<file path="src/rtl/debug_dump_pkg.sv">
// Shared encodings for the debug dump sequencer: FSM states, dump phases and the
// header word layout used when DEBUG_DUMP_HEADER_EN is defined.
package debug_dump_pkg;

   localparam logic [2:0] ST_IDLE    = 3'd0;
   localparam logic [2:0] ST_HDR     = 3'd1;
   localparam logic [2:0] ST_PC      = 3'd2;
   localparam logic [2:0] ST_ADDR    = 3'd3;
   localparam logic [2:0] ST_CAPT    = 3'd4;
   localparam logic [2:0] ST_SEND    = 3'd5;
   localparam logic [2:0] ST_WAIT_TX = 3'd6;
   localparam logic [2:0] ST_DONE    = 3'd7;

   typedef enum logic [2:0] {
      S_IDLE    = ST_IDLE,
      S_HDR     = ST_HDR,
      S_PC      = ST_PC,
      S_ADDR    = ST_ADDR,
      S_CAPT    = ST_CAPT,
      S_SEND    = ST_SEND,
      S_WAIT_TX = ST_WAIT_TX,
      S_DONE    = ST_DONE
   } dump_state_e;

   // PH_HDR is only ever entered when the header word is enabled.
   localparam logic [1:0] PH_HDR = 2'd0;
   localparam logic [1:0] PH_PC  = 2'd1;
   localparam logic [1:0] PH_REG = 2'd2;
   localparam logic [1:0] PH_MEM = 2'd3;

   typedef enum logic [1:0] {
      P_HDR = PH_HDR,
      P_PC  = PH_PC,
      P_REG = PH_REG,
      P_MEM = PH_MEM
   } dump_phase_e;

   localparam logic [15:0] DUMP_HDR_MAGIC = 16'hD0D0;

   // Header word: magic in the top half, count of words that follow it in the bottom half.
   function automatic logic [31:0] dump_header(input int unsigned n_regs, input int unsigned n_mem);
      return {DUMP_HDR_MAGIC, 16'(1 + n_regs + n_mem)};
   endfunction

endpackage

</file>
<file path="src/rtl/dump_index_counter.sv">
// Word index within the current dump phase: clear, increment, and a terminal flag
// when the index equals the last valid address of the phase.
module dump_index_counter #(
   parameter int W = 7
) (
   input  logic         i_clock,
   input  logic         i_reset,
   input  logic         i_clear,
   input  logic         i_inc,
   input  logic [W-1:0] i_last,
   output logic [W-1:0] o_count,
   output logic         o_terminal
);

   logic [W-1:0] count_q;
   logic [W-1:0] count_d;

   assign o_terminal = (count_q == i_last);
   assign o_count    = count_q;

   // Saturates at the terminal index so a stray increment never wraps.
   always_comb begin
      count_d = count_q;
      if (i_clear) begin
         count_d = '0;
      end else if (i_inc && !o_terminal) begin
         count_d = count_q + W'(1);
      end
   end

   always_ff @(posedge i_clock) begin
      if (!i_reset) begin
         count_q <= '0;
      end else begin
         count_q <= count_d;
      end
   end

endmodule

</file>
<file path="src/rtl/debug_dump_sequencer.sv">
// Walks PC, register file and data memory, sending each word through one uart_32b
// transmit. Define DEBUG_DUMP_HEADER_EN to prepend a magic/length header word.
module debug_dump_sequencer
   import debug_dump_pkg::*;
#(
   parameter int TAM_DATA      = 32,
   parameter int TAM_DIREC_REG = 5,
   parameter int TAM_DIREC_MEM = 7,
   parameter int NUM_REGS      = 32,
   parameter int NUM_MEM_WORDS = 128
) (
   input  logic                     i_clock,
   input  logic                     i_reset,
   input  logic                     i_start,
   input  logic                     i_abort,
   input  logic [TAM_DATA-1:0]      i_pc,
   input  logic [TAM_DATA-1:0]      i_reg_data,
   input  logic [TAM_DATA-1:0]      i_mem_data,
   input  logic                     i_tx_done_32b,
   output logic [TAM_DIREC_REG-1:0] o_reg_addr,
   output logic [TAM_DIREC_MEM-1:0] o_mem_addr,
   output logic [TAM_DATA-1:0]      o_tx_data,
   output logic                     o_tx_start_32b,
   output logic                     o_busy,
   output logic                     o_done
);

   localparam int CW = (TAM_DIREC_REG > TAM_DIREC_MEM) ? TAM_DIREC_REG : TAM_DIREC_MEM;

   dump_state_e              state_q,    state_d;
   dump_phase_e              phase_q,    phase_d;
   logic                     busy_q,     busy_d;
   logic                     done_q,     done_d;
   logic                     tx_start_q, tx_start_d;
   logic [TAM_DATA-1:0]      tx_data_q,  tx_data_d;
   logic [TAM_DIREC_REG-1:0] reg_addr_q, reg_addr_d;
   logic [TAM_DIREC_MEM-1:0] mem_addr_q, mem_addr_d;

   logic          cnt_clear;
   logic          cnt_inc;
   logic [CW-1:0] cnt_last;
   logic [CW-1:0] cnt_count;
   logic [CW-1:0] cnt_plus1;
   logic          cnt_terminal;

   assign cnt_last  = (phase_q == P_MEM) ? CW'(NUM_MEM_WORDS - 1) : CW'(NUM_REGS - 1);
   assign cnt_plus1 = cnt_count + CW'(1);

   dump_index_counter #(
      .W (CW)
   ) u_index (
      .i_clock    (i_clock),
      .i_reset    (i_reset),
      .i_clear    (cnt_clear),
      .i_inc      (cnt_inc),
      .i_last     (cnt_last),
      .o_count    (cnt_count),
      .o_terminal (cnt_terminal)
   );

   // The address register is loaded on the way into ADDR, so the read port sees it
   // for the whole ADDR cycle and its data is ready to capture at the end of CAPT.
   always_comb begin
      state_d    = state_q;
      phase_d    = phase_q;
      busy_d     = busy_q;
      done_d     = 1'b0;
      tx_start_d = 1'b0;
      tx_data_d  = tx_data_q;
      reg_addr_d = reg_addr_q;
      mem_addr_d = mem_addr_q;
      cnt_clear  = 1'b0;
      cnt_inc    = 1'b0;

      if (state_q != S_IDLE && i_abort) begin
         state_d = S_IDLE;
         busy_d  = 1'b0;
      end else begin
         case (state_q)
            S_IDLE: begin
               if (i_start) begin
                  busy_d    = 1'b1;
                  cnt_clear = 1'b1;
`ifdef DEBUG_DUMP_HEADER_EN
                  state_d   = S_HDR;
                  phase_d   = P_HDR;
`else
                  state_d   = S_PC;
                  phase_d   = P_PC;
`endif
               end
            end
`ifdef DEBUG_DUMP_HEADER_EN
            S_HDR: begin
               tx_data_d = TAM_DATA'(dump_header(NUM_REGS, NUM_MEM_WORDS));
               state_d   = S_SEND;
            end
`endif
            S_PC: begin
               tx_data_d = i_pc;
               state_d   = S_SEND;
            end
            S_ADDR: begin
               state_d = S_CAPT;
            end
            S_CAPT: begin
               tx_data_d = (phase_q == P_MEM) ? i_mem_data : i_reg_data;
               state_d   = S_SEND;
            end
            S_SEND: begin
               tx_start_d = 1'b1;
               state_d    = S_WAIT_TX;
            end
            S_WAIT_TX: begin
               if (i_tx_done_32b) begin
                  case (phase_q)
                     P_HDR: begin
                        phase_d = P_PC;
                        state_d = S_PC;
                     end
                     P_PC: begin
                        phase_d    = P_REG;
                        cnt_clear  = 1'b1;
                        reg_addr_d = '0;
                        state_d    = S_ADDR;
                     end
                     P_REG: begin
                        if (cnt_terminal) begin
                           phase_d    = P_MEM;
                           cnt_clear  = 1'b1;
                           mem_addr_d = '0;
                        end else begin
                           cnt_inc    = 1'b1;
                           reg_addr_d = cnt_plus1[TAM_DIREC_REG-1:0];
                        end
                        state_d = S_ADDR;
                     end
                     default: begin
                        if (cnt_terminal) begin
                           state_d = S_DONE;
                        end else begin
                           cnt_inc    = 1'b1;
                           mem_addr_d = cnt_plus1[TAM_DIREC_MEM-1:0];
                           state_d    = S_ADDR;
                        end
                     end
                  endcase
               end
            end
            S_DONE: begin
               done_d  = 1'b1;
               busy_d  = 1'b0;
               state_d = S_IDLE;
            end
            default: begin
               state_d = S_IDLE;
               busy_d  = 1'b0;
            end
         endcase
      end
   end

   always_ff @(posedge i_clock) begin
      if (!i_reset) begin
         state_q    <= S_IDLE;
         phase_q    <= P_PC;
         busy_q     <= 1'b0;
         done_q     <= 1'b0;
         tx_start_q <= 1'b0;
         tx_data_q  <= '0;
         reg_addr_q <= '0;
         mem_addr_q <= '0;
      end else begin
         state_q    <= state_d;
         phase_q    <= phase_d;
         busy_q     <= busy_d;
         done_q     <= done_d;
         tx_start_q <= tx_start_d;
         tx_data_q  <= tx_data_d;
         reg_addr_q <= reg_addr_d;
         mem_addr_q <= mem_addr_d;
      end
   end

   assign o_reg_addr     = reg_addr_q;
   assign o_mem_addr     = mem_addr_q;
   assign o_tx_data      = tx_data_q;
   assign o_tx_start_32b = tx_start_q;
   assign o_busy         = busy_q;
   assign o_done         = done_q;

endmodule

</file>
<file path="config.mk">
export PLATFORM = sky130hd
export DESIGN_NAME = debug_dump_sequencer
export DESIGN_NICKNAME = d
export VERILOG_FILES = /design/src/rtl/debug_dump_pkg.sv /design/src/rtl/dump_index_counter.sv /design/src/rtl/debug_dump_sequencer.sv
export SDC_FILE = /design/constraint.sdc
export NUM_CORES = 1
export LEC_CHECK = 0
export CAP_MARGIN = 15
export CORE_MARGIN = 8
export CORE_UTILIZATION = 42
export CTS_CLUSTER_DIAMETER = 30
export DETAILED_ROUTE_END_ITERATION = 10
export HOLD_SLACK_MARGIN = 0.05
export PLACE_DENSITY_LB_ADDON = 0.25
export SETUP_SLACK_MARGIN = 0.5
export SLEW_MARGIN = 10
export SYNTH_ARGS = -nofsm -noshare
export SYNTH_HDL_FRONTEND = slang
export SYNTH_HIERARCHICAL = 1
export SYNTH_SLANG_ARGS = --single-unit
</file>
<file path="constraint.sdc">
create_clock -name i_clock -period 2.7 [get_ports i_clock]
set_input_delay 0.54 -clock i_clock [delete_from_list [all_inputs] [get_ports i_clock]]
set_output_delay 0.54 -clock i_clock [all_outputs]
set_load 0.01 [all_outputs]
</file>
======== Word level (Yosys, flattened, before mapping) ========
Cells that the tools add are included.
W data, S select, Z words.
cells by class
  multiplexer cells ....................... 33
  bitwise logic cells ..................... 4
  add/sub/neg operators ................... 1
  reductions and logical operators ........ 21
  eq/ne operators ......................... 17
operators by type and width
  cell                   count
  $pmux W32 S2           1
  $mux W32               1
  $mux W7                3
  $pmux W3 S5            1
  $pmux W7 S2            1
  $eq A3 B3 Y1 const B   4
  $mux W1                12
  $reduce_and A6 Y1      2
  $pmux W5 S2            1
  $reduce_or A2 Y1       5
  $mux W3                3
  $ne A2 B2 Y1 const B   4
  $add A7 B1 Y7 const B  1
  $eq A7 B7 Y1           1
  $eq A3 B2 Y1 const B   2
  $mux W2                3
  $pmux W1 S2            3
  $pmux W2 S3            1
  $pmux W3 S2            1
  $reduce_and A2 Y1      3
  $reduce_bool A2 Y1     3
  $mux W5                1
  $reduce_and A5 Y1      1
  $reduce_or A5 Y1       1
  12 further kinds       17
word-level totals
  output and inout bits ................... 47
  register bits after elaboration ......... 59
  logic and storage cells ................. 85

======== Depth between registers and ports, before layout ========
  word-level depth ........................ 9
  gate-level depth with buffers ........... 12

======== Modules after synthesis ========
The synthesis kept the hierarchy.
modules (own cells, without submodules)
  module                cells an instance  times used  sequential area each (µm²)  area each (µm²)
  debug_dump_sequencer  349                1           1041.0                      2841.5
  dump_index_counter    52                 1           140.1                       473.0

======== Worst setup path after synthesis ========
Ideal clock, no wire load.
  path type ............................... reg2reg
  from .................................... register phase_q[0]
  to ...................................... register u_index.count_q[5] (netlist: u_index/o_count[5])
  path slack .............................. 0.201 ns
  arrival time ............................ 2.427 ns
  cell stages (with the launch flop) ...... 13
  setup time .............................. 0.072 ns
  path buffers ............................ 1
  cells stage by stage .................... dfxtp_1 > ha_1 > xor2_1 > nor3_4 > and2_1 > ha_1 > o2111a_1 > a21oi_1 > nor2_1 > nor2b_1 > clkbuf_1 > nand2b_1 > mux2i_1
between the ends
  word-level cells in the longest chain between the ends .. 9
ends and longest elaborated chain
  what                        line                         source
  start, declared             debug_dump_sequencer.sv:31   dump_phase_e phase_q, phase_d;
  start signal, assigned      debug_dump_sequencer.sv:175  phase_q <= phase_d;
  $eq A2 B2 Y1                debug_dump_sequencer.sv:46   assign cnt_last = (phase_q == P_MEM) ? CW'(NUM_MEM_WORDS - 1) : CW'(NUM_REGS - 1);
  $mux W7                     debug_dump_sequencer.sv:46
  named net cnt_last[5]       debug_dump_sequencer.sv:41   logic [CW-1:0] cnt_last;
  $eq A7 B7 Y1                dump_index_counter.sv:18     assign o_terminal = (count_q == i_last);
  named net cnt_terminal      debug_dump_sequencer.sv:44   logic cnt_terminal;
  $mux W1                     debug_dump_sequencer.sv:128  if (cnt_terminal) begin
  $pmux W1 S2                 debug_dump_sequencer.sv:116  case (phase_q)
  $mux W1                     debug_dump_sequencer.sv:115  if (i_tx_done_32b) begin
  $pmux W1 S2                 debug_dump_sequencer.sv:79   case (state_q)
  $mux W1                     debug_dump_sequencer.sv:75   if (state_q != S_IDLE && i_abort) begin
  named net cnt_clear         debug_dump_sequencer.sv:39   logic cnt_clear;
  $reduce_or A2 Y1 (no line)  --
  end signal, assigned        dump_index_counter.sv:35     count_q <= count_d;
  end, declared               dump_index_counter.sv:15     logic [W-1:0] count_q;
The timed path passes the listed nets, and every way through them passes these cells.
A chain may end at the register's enable or synchronous reset.

======== Final worst setup path ========
  from .................................... register phase_q[0]
  to ...................................... register u_index.count_q[4] (netlist: u_index/o_count[4])
The elaborated chain is that of the path after synthesis.

==> reports/summary.json <==
{
  "run_status": "finished clean",
  "max_slew_margin_pct": 59.8,
  "synth-async-reset-ratio_pct": 0,
  "fp.dieH_um": 105,
  "crit_required_ns": 2.96,
  "grt_max_degree": 65,
  "yosysTopAreaCell": "dfxtp_1",
  "global_route.usage.total_pct": 19.8,
  "die_area_um2": 11000,
  "synth_edf_count": 0,
  "timing.max_cap.violations": 0,
  "detailedRoute.firstPassIterationCount": 5,
  "post_synth_num_cell_types": 41,
  "classification_of_the_worst_setup_path": "flip-flop to flip-flop",
  "areaGrowthSynthToFinish_pct": 56.5,
  "worst-endpoint-arrival_ns": 2.44,
  "synth_top_cells_by_area": "dfxtp_1 36%, mux2i_1 12%, nand2_1 10%",
  "antenna_cells_inserted": 0,
  "vdd_ir_drop_max_mv": 0.389,
  "postRouteWirelength_mm": 11.2,
  "r2r_setup_slack_ns": 0.52,
  "regToRegEndpoint": "u_index/o_count[4]",
  "post-route-worst-setup-slack_ns": 0.524,
  "cts.hold.buffers_added": 0,
  "hold_path_startpoint": "o_reg_addr[0]",
  "r2r_start": "phase_q[0]",
  "finalCritPeriodShare_pct": 80.6,
  "most_common_cell_in_the_netlist": "nand2_1",
  "cellLeakagePower_nw": 1.74,
  "synth_flop_cell": "dfxtp_1",
  "grt_first_pass_wirelength_mm": 17.6,
  "clock_path_buffers": 2,
  "totalNegativeSetupSlack_ns": 0,
  "post-route-drc-count": 0,
  "finalWeightedCongestion": 0.879,
  "timing.final.setup_violations": 0,
  "start_util_pct": 43.1,
  "syn_avg_cell_area_um2": 8.27,
  "path_clk_slew_ns": 0.07,
  "grt_setup_unrepaired": "yes",
  "ys_seq_area_share_pct": 35.6,
  "pwr_per_cell_area_nw_per_um2": 428,
  "dpl.hpwl_mm": 8.43,
  "cts_htree_levels": 3,
  "worstSkewPairLatency_ns": 0.34,
  "detailedRoute.firstIterationViolations": 131,
  "antenna_found_initial": 0,
  "hold-path-endpoint": "o_reg_addr[0]",
  "dieWidth_um": 105,
  "dr_total_vias": 3399,
  "grt_remaining_overflow": 0,
  "crit_end_category": "flip-flop",
  "count_of_final_max_slew_check_failures": 0,
  "tritoncts_num_sinks": 59,
  "fmax_mhz": 460,
  "syn-instance-count": 401,
  "worst_pin_slew_ns": 0.604,
  "port_buffers": 147,
  "min_delay_path_depth": 2,
  "first_global_vias": 3236,
  "hold_viol_final": 0,
  "number_of_nets_in_the_layout": 658,
  "synthesis.area_um2": 3310,
  "drt-vias-per-instance": 5.21,
  "synth_seq_cells": 59,
  "synth_top_cells_by_count": "89 x nand2_1, 59 x dfxtp_1, 47 x a21oi_1",
  "share_of_cells_above_drive_strength_1_pct": 10.5,
  "clk_root_buffer_cell": "clkbuf_8",
  "nFillCells": 644,
  "r2r_cells": 12,
  "final_period_minus_worst_setup_slack_ns": 2.18,
  "holdCritPathClass": "flip-flop to flip-flop",
  "cts_inserted_buffers": 9,
  "final_antenna_net_count": 0,
  "dpl_ws_ns": 0.178,
  "finClkSkew_ns": 0.00911,
  "final_util_pct": 67.5,
  "yosysWarnings": 6,
  "cp-start-kind": "flip-flop",
  "path_max_fanout": 14,
  "cts_tree": "yes",
  "yosysTopAreaCellShare_pct": 35.6,
  "placeableCoreArea_um2": 7690,
  "design.portCount": 148,
  "cell_row_count": 32,
  "post_drt_wl_per_cell_um": 17.2
}
[stage by stage]
stage | cells | hold WS (ns) | power [W] | cell area (um^2)
2_1_floorplan | 405 | 0.476 | 0.00125 | 3380
3_3_place_gp | 634 | 0.442 | 0.00154 | 4910
3_5_place_dp | 634 | 0.446 | 0.00155 | 4910
4_1_cts | 653 | 0.453 | 0.00224 | 5140
5_1_grt | 653 | 0.470 | 0.00234 | 5190
6_report | 653 | 0.450 | 0.00222 | 5190
[repair_timing]
action / 4_1_cts / 5_1_grt
pin swaps: 1 / 3
buffers inserted: 4 / 0
gates resized for setup: 6 / 11
endpoints found under the setup margin: 14 / 14
[where the power goes]
part	switching [W]	internal [W]	leakage (nW)
logic	0.000266	0.000311	1.17
registers	0.0000427	0.000923	0.481
clock network	0.000331	0.000349	0.0860
total	0.000640	0.00158	1.74
[cells in the final DEF (no fill, tap or decap), types with 2 or more instances in the layout]
cell,instances
a211oi_1,2
o211ai_1,32
a21oi_2,2
ha_4,2
nand4_1,3
inv_1,5
xnor2_1,3
dfxtp_2,4
and3_1,2
clkinv_2,3
buf_4,13
conb_1,5
clkdlybuf4s50_1,147
mux2i_1,39
nor2_1,10
dfxtp_4,3
xor2_1,9
ha_1,8
nand2b_1,8
dfxtp_1,52
o31ai_1,6
nor3_1,2
clkbuf_1,2
nand3_1,11
nor2_2,2
or3_1,2
clkbuf_8,10
nand2_1,89
xor2_2,2
or3b_1,4
a21oi_1,45
[cell families after synthesis]
| kind of cell | share of synthesized area [%] |
|---|---|
| other | 0.113 |
| buffers and inverters | 4.72 |
| AOI/OAI and AO/OA | 18.4 |
| and+or+nand+nor | 21.9 |
| adders and majority gates | 3.78 |
| xor gates and xnor gates | 3.70 |
| muxes | 11.8 |
| DFF | 35.6 |
[flip-flops by register name, summed over array words and instances, names as in the netlist]
register         flops
o_reg_addr           5
u_index/o_count      7
phase_q              2
o_done               1
state_q              3
o_busy               1
o_mem_addr           7
o_tx_start_32b       1
o_tx_data           32
[worst max path at each step]
| stage | slack [ns] | endpoint | start |
|---|---|---|---|
| after CTS | 0.50 | u_index/o_count[4] | phase_q[0] |
| after global routing | 0.39 | u_index/o_count[5] | phase_q[0] |
| after global placement | 0.27 | u_index/o_count[5] | i_abort |
| final | 0.52 | u_index/o_count[4] | phase_q[0] |
| after detailed placement | 0.18 | u_index/o_count[4] | i_abort |
| after floorplan | 0.51 | o_mem_addr[6] | phase_q[0] |
[layer usage]
metal / wire length [um] / GRT usage [%]
met5: 0 / 0
met2: 5530 / 33.4
met4: 107 / 5.61
met3: 629 / 4.67
met1: 4940 / 24.6
[critical path: stages (launching register included)]
cell and delay, ns:
dfxtp_4 0.37, ha_4 0.16, xor2_2 0.18, nor3_4 0.07, and2_4 0.16, ha_1 0.20, o2111a_1 0.26, a21oi_2 0.16
nor2_2 0.06, nor2b_4 0.14, buf_12 0.14, nand2b_1 0.06, mux2i_1 0.12
[area by class of cell]
type,count,area [um^2],area share (%)
inverters,5,18.8,0.362
well taps,102,128,2.46
repair buffers,161,1590,30.6
multi-input cells,311,2090,40.4
clock buffers,12,145,2.80
flip-flops and latches,59,1200,23.1
clock inverters,3,15.0,0.289
Note: power is estimated with default switching activity, not from simulation.
